**config.mk**
```make
export PLATFORM = sky130hd
export DESIGN_NAME = fsmm_drv
export DESIGN_NICKNAME = d
export VERILOG_FILES = /design/src/rtl/fsmm_drv.sv
export SDC_FILE = /design/constraint.sdc
export NUM_CORES = 1
export LEC_CHECK = 0
export ABC_AREA = 1
export BUFFER_PORTS_ARGS = -buffer_cell sky130_fd_sc_hd__buf_2
export CORE_MARGIN = 3
export CORE_UTILIZATION = 50
export DETAILED_ROUTE_END_ITERATION = 10
export PLACE_DENSITY = 0.86
export SYNTH_ARGS = -nofsm -noshare
export SYNTH_HDL_FRONTEND = slang
export SYNTH_SLANG_ARGS = --single-unit
```
**constraint.sdc**
```tcl
create_clock -name clk -period 2.8 [get_ports clk]
set_input_delay 0.14 -clock clk [delete_from_list [all_inputs] [get_ports clk]]
set_output_delay 0.14 -clock clk [all_outputs]
set_load 0.01 [all_outputs]
```
**src/rtl/fsmm_drv.sv**
```systemverilog
// fsmm_drv: drives a five-state Mealy controller (S0..S4) to a requested target
// state along a fixed route, mirrors the controller state, and checks the m/n
// outputs the controller returns against the protocol table.
// Ports:
//   clk, rst       clock and synchronous active-high reset
//   req, tgt       move request and target state (0..4 valid)
//   m, n           Mealy outputs returned by the driven controller
//   a, b           combinational stimulus to the controller
//   busy           move in progress
//   done, nak      one-cycle pulses: move completed / request rejected
//   hops           transitions taken by the last or current move
//   err, err_cnt   sticky m/n mismatch flag and saturating mismatch count
module fsmm_drv (
   input  logic       clk,
   input  logic       rst,
   input  logic       req,
   input  logic [2:0] tgt,
   input  logic       m,
   input  logic       n,
   output logic       a,
   output logic       b,
   output logic       busy,
   output logic       done,
   output logic       nak,
   output logic [2:0] hops,
   output logic       err,
   output logic [7:0] err_cnt
);

   localparam int unsigned StW   = 3;
   localparam int unsigned CntW  = 8;
   localparam logic [StW-1:0]  GoalPark = StW'(7);
   localparam logic [StW-1:0]  TgtMax   = StW'(4);
   localparam logic [CntW-1:0] CntMax   = CntW'(255);

   typedef enum logic [StW-1:0] {
      S0 = 3'd0,
      S1 = 3'd1,
      S2 = 3'd2,
      S3 = 3'd3,
      S4 = 3'd4
   } st_e;

   // Protocol table: returns {next_state, m, n} for (state, a, b).
   function automatic logic [4:0] step(input st_e s, input logic [1:0] ab);
      logic [4:0] r;
      case (s)
         S0:      r = (ab[1] == 1'b0) ? {3'd0, 2'b00} :
                      (ab[0] == 1'b1) ? {3'd4, 2'b10} : {3'd1, 2'b01};
         S1:      r = {3'd2, 2'b11};
         S2:      r = ab[1] ? {3'd3, 2'b10} : {3'd4, 2'b01};
         S3: begin
            case (ab)
               2'b01:   r = {3'd3, 2'b11};
               2'b10:   r = {3'd0, 2'b11};
               2'b11:   r = {3'd4, 2'b00};
               default: r = {3'd3, 2'b00}; // never driven
            endcase
         end
         S4:      r = ab[0] ? {3'd1, 2'b11} : {3'd4, 2'b01};
         default: r = {3'd0, 2'b00};
      endcase
      return r;
   endfunction

   // Route drive: one row per goal, fields ordered S0..S4 of current state.
   function automatic logic [1:0] route(input logic [StW-1:0] g, input st_e s);
      logic [9:0] row;
      logic [1:0] r;
      case (g)
         3'd0:    row = 10'b00_00_10_10_01;
         3'd1:    row = 10'b10_00_00_11_01;
         3'd2:    row = 10'b10_00_00_11_01;
         3'd3:    row = 10'b10_00_10_01_01;
         3'd4:    row = 10'b11_00_00_11_00;
         default: row = 10'b00_00_00_01_00; // park
      endcase
      case (s)
         S0:      r = row[9:8];
         S1:      r = row[7:6];
         S2:      r = row[5:4];
         S3:      r = row[3:2];
         default: r = row[1:0];
      endcase
      return r;
   endfunction

   st_e             st_q, st_d;
   logic            busy_q, busy_d;
   logic            done_q, done_d;
   logic            nak_q, nak_d;
   logic [StW-1:0]  hops_q, hops_d;
   logic [StW-1:0]  tgt_r_q, tgt_r_d;
   logic            err_q, err_d;
   logic [CntW-1:0] err_cnt_q, err_cnt_d;

   logic            accept;
   logic [StW-1:0]  goal;
   logic [1:0]      ab;
   logic [4:0]      stp;
   st_e             nxt_st;
   logic            mismatch;

   // State register
   always_ff @(posedge clk) begin
      if (rst) begin
         st_q      <= S0;
         busy_q    <= 1'b0;
         done_q    <= 1'b0;
         nak_q     <= 1'b0;
         hops_q    <= '0;
         tgt_r_q   <= '0;
         err_q     <= 1'b0;
         err_cnt_q <= '0;
      end else begin
         st_q      <= st_d;
         busy_q    <= busy_d;
         done_q    <= done_d;
         nak_q     <= nak_d;
         hops_q    <= hops_d;
         tgt_r_q   <= tgt_r_d;
         err_q     <= err_d;
         err_cnt_q <= err_cnt_d;
      end
   end

   // Goal selection, route drive, move control and m/n checker
   always_comb begin
      st_d      = st_q;
      busy_d    = busy_q;
      done_d    = 1'b0;
      nak_d     = 1'b0;
      hops_d    = hops_q;
      tgt_r_d   = tgt_r_q;
      err_d     = err_q;
      err_cnt_d = err_cnt_q;
      goal      = GoalPark;

      accept = !busy_q && req && (tgt <= TgtMax);

      // A zero-move accept (already at target) keeps the park drive.
      if (busy_q) begin
         goal = tgt_r_q;
      end else if (accept && (tgt != StW'(st_q))) begin
         goal = tgt;
      end

      ab     = route(goal, st_q);
      stp    = step(st_q, ab);
      nxt_st = st_e'(stp[4:2]);
      st_d   = nxt_st;

      if (busy_q) begin
         hops_d = StW'(hops_q + StW'(1));
         if (StW'(nxt_st) == tgt_r_q) begin
            busy_d = 1'b0;
            done_d = 1'b1;
         end
      end else if (accept) begin
         tgt_r_d = tgt;
         done_d  = 1'b1;
         hops_d  = '0;
         if (tgt != StW'(st_q)) begin
            // The accept cycle already takes the first transition.
            hops_d = StW'(1);
            if (StW'(nxt_st) != tgt) begin
               busy_d = 1'b1;
               done_d = 1'b0;
            end
         end
      end else if (req) begin
         nak_d = 1'b1;
      end

      mismatch = ({m, n} != stp[1:0]);
      if (mismatch) begin
         err_d = 1'b1;
         if (err_cnt_q != CntMax) begin
            err_cnt_d = CntW'(err_cnt_q + CntW'(1));
         end
      end
   end

   assign a       = rst ? 1'b0 : ab[1];
   assign b       = rst ? 1'b0 : ab[0];
   assign busy    = busy_q;
   assign done    = done_q;
   assign nak     = nak_q;
   assign hops    = hops_q;
   assign err     = err_q;
   assign err_cnt = err_cnt_q;

endmodule

```
==> results.tsv <==
metric	value	unit
yosys_register_bits	21	
ys_seq_area_frac	0.2835	
clockBufferDepth	2	
setup_violations	3	
tightest_slew	0.4465	ns
slowest_stage	dfxtp_2	
path_cells	inv_2 -> nand2_2 -> nand2_2 -> nand3_4 -> nand3_2 -> nand2_2 -> nand2_4 -> nor2_4 -> inv_2 -> o211ai_1 -> o21ai_4 -> buf_6 -> ha_4 -> o21ai_2 -> buf_4 -> nand3_4 -> xor2_1 -> nor2_1 -> nand3_1 -> nand2_2 -> nand3_2 -> nor2_1	
drv_slew	0	
route.vias.total	1632	
violations	setup timing	
core_area	2781	µm²
path_max_fanout	4	
crit_start	st_q[2]	
tns	-0.05591	ns
status	complete, but fails checks	
fp.dieH	60.46	µm
syn_to_final_growth	44.30	%
path_depth	22	
synth_compound_area_frac	0.1089	
n_antenna_cell	0	
io_pins	25	
synth_top_family_by_area	simple AND/OR/NAND/NOR gates	
htree_levels	1	
synthAdderAreaFrac	0.05063	
pwr-share-seq	0.268	
syn-num-nets	224	
synth_flop_cell	dfxtp_1	
end_kind	register	
crit_buf_inv	4	
antenna_found_initial	0	
drtIter0Drc	119	
clock_latency	0.32	ns
drive_above_1_share	0.5206	
core.rowCount	19	
drc_errors	0	
postSynthAreaPerCell	7.060	µm²
min_path_type	in2reg	
path_class	reg2reg	
max_freq	353.0	MHz
worst_path_most_repeated_cell	nand2_2	
power.total	0.001488	W
ys_types	33	
fin_ws	-0.03316	ns
swShare	0.4733	
io_buffers	24	
layout_commonest_cell	buf_4	
worstReg2RegStart	st_q[2]	
cts.clk_slew.worst_paths	0.12	ns
place.gp.congestion	0.8813	
power_density	695.5	nW/µm²
intPower	0.0007837	W
cts_made_buffers	3	
finalCriticalPeriod	2.833	ns
grt_pass1_wl	5989	µm
crit_arrival	3.09	ns
cts_hold_buf	0	
drtPass1Iterations	4	
cellLeakagePower	1.060	nW
cts_tree	done	
antenna_left	0	
relSlewSlack	0.7015	
initial_core_util	0.5331	
yosysWarnings	0	
finalHoldViolations	0	
critPathCapture	done	
synth_edf_count	0	
die_width	60.46	µm
crit_required	3.06	ns
ff2ff_setup_slack	-0.03	ns
grt_max_degree	16	
cap_violations	0	
post_drt_wl_per_cell	15.00	µm
globalRouteOverflowTotal	0	
pwr-share-clk	0.104	
max_stage_delay	0.37	ns
cts_sinks	21	
synthXorXnorAreaFrac	0.06498	
hpwl	2714	µm
hold-path-cell-count	3	
track_usage	0.2147	
combPwrFrac	0.628	
peakVddDrop	0.6392	mV
crit_path_start_kind	register	
final_cell_mix	buf_4 (29), nand2_1 (24), buf_2 (24), inv_1 (22), nand2_2 (22)	
detail_route.vias_per_cell	5.477	
grt_pass1_vias	1385	
critical-path-top-delay-family	simple AND/OR/NAND/NOR gates	
syn-cell-area	1483	µm²
syn-instance-count	210	
muxShareOfSynthArea	0	
fp.dieArea	3655	µm²
root_buffer	clkbuf_4	
finClkSkew	0.007167	ns
synthArstFlopShare	0	
r2r_end	done	
nets	282	
rr_worst_depth	22	
finalCritPeriodShare	1.012	
drt-total-wl	4469	µm
switchingPower	0.0007044	W
rsz0062_at_grt	yes	
synth-simple-area-share	0.4076	
==> cells in the mapped netlist, drive strengths merged (2+ instances only) <==
library cell  count  area (µm²)
xor2              7       61.31
nor2             25       103.9
nor3              4       25.02
nand3            24       170.2
nand2            54       245.2
xnor2             4       35.03
o21ai             8       40.03
a31oi             2       12.51
dfxtp            21       420.4
inv              31       116.4
ha                6       75.07
nand4             5       46.29
a21oi            10       68.81
==> worst min path at each step <==
| stage | start | endpoint | slack, ns |
|---|---|---|---|
| 2_1_floorplan | rst | st_q[2] | 0.21 |
| 3_3_place_gp | req | nak | 0.42 |
| 3_5_place_dp | req | nak | 0.42 |
| 4_1_cts | req | nak | 0.09 |
| 5_1_grt | req | nak | 0.1 |
| 6_report | req | nak | 0.08 |
==> what timing repair did <==
action | CTS | global route
buffers inserted | 1 | 7
endpoints found under the setup margin | 10 | 11
pin swaps | 0 | 34
gates resized for setup | 9 | 55
cloned | 1 | 0
==> kinds of logic after synthesis <==
family | count (synthesis)
flip-flops | 21
AND/OR/NAND/NOR | 114
AO/OA/AOI/OAI | 25
buffers and inverters | 33
XOR/XNOR | 11
adder cells (fa/ha/maj) | 6
==> state kept, by name (all words and copies together) (netlist names) <==
register,cells
err,1
nak,1
st_q,3
err_cnt,8
done,1
busy,1
hops,3
tgt_r_q,3
==> cell type report <==
| cell class | count | area [µm²] |
|---|---|---|
| Multi-Input combinational cell | 157 | 1172 |
| Fill cell | 206 | 641.9 |
| Sequential cell | 21 | 427.9 |
| Timing Repair Buffer | 54 | 349.1 |
| Inverter | 31 | 121.4 |
| Tap cell | 31 | 38.79 |
| Clock buffer | 3 | 22.52 |
| Clock inverter | 1 | 7.507 |
==> power groups by stage <==
stage	Clock, W	Combinational (W)	Sequential, W
after floorplan	0	0.000449	0.000407
after global placement	0	0.000647	0.000395
after detailed placement	0	0.000663	0.000396
after CTS	0.000154	0.000708	0.000394
after global routing	0.000167	0.00101	0.000407
final	0.000154	0.000934	0.000399
==> metal layers <==
layer,wire length [µm],GRT usage
met1,1943,0.2646
met4,64,0.03406
met5,0,0
met2,2282,0.3889
met3,178,0.04894
==> per-stage QoR <==
stage          hold slack, ns  setup slack (ns)  cells    util  area (µm²)
2_1_floorplan          0.2094          0.001082    210       -        1499
3_3_place_gp           0.4161           0.01952    285  0.6500        1808
3_5_place_dp           0.4242          -0.08680    285  0.6500        1808
4_1_cts               0.09210          0.002379    291  0.6770        1883
5_1_grt               0.09683           -0.2277    298  0.7692        2140
6_report              0.08366          -0.03316    298  0.7692        2140
==> worst min-delay path, cell delays in order <==
cell    delay, ns
buf_2        0.10
inv_1        0.07
nor3_1       0.05
(Power assumes the default switching activity.)
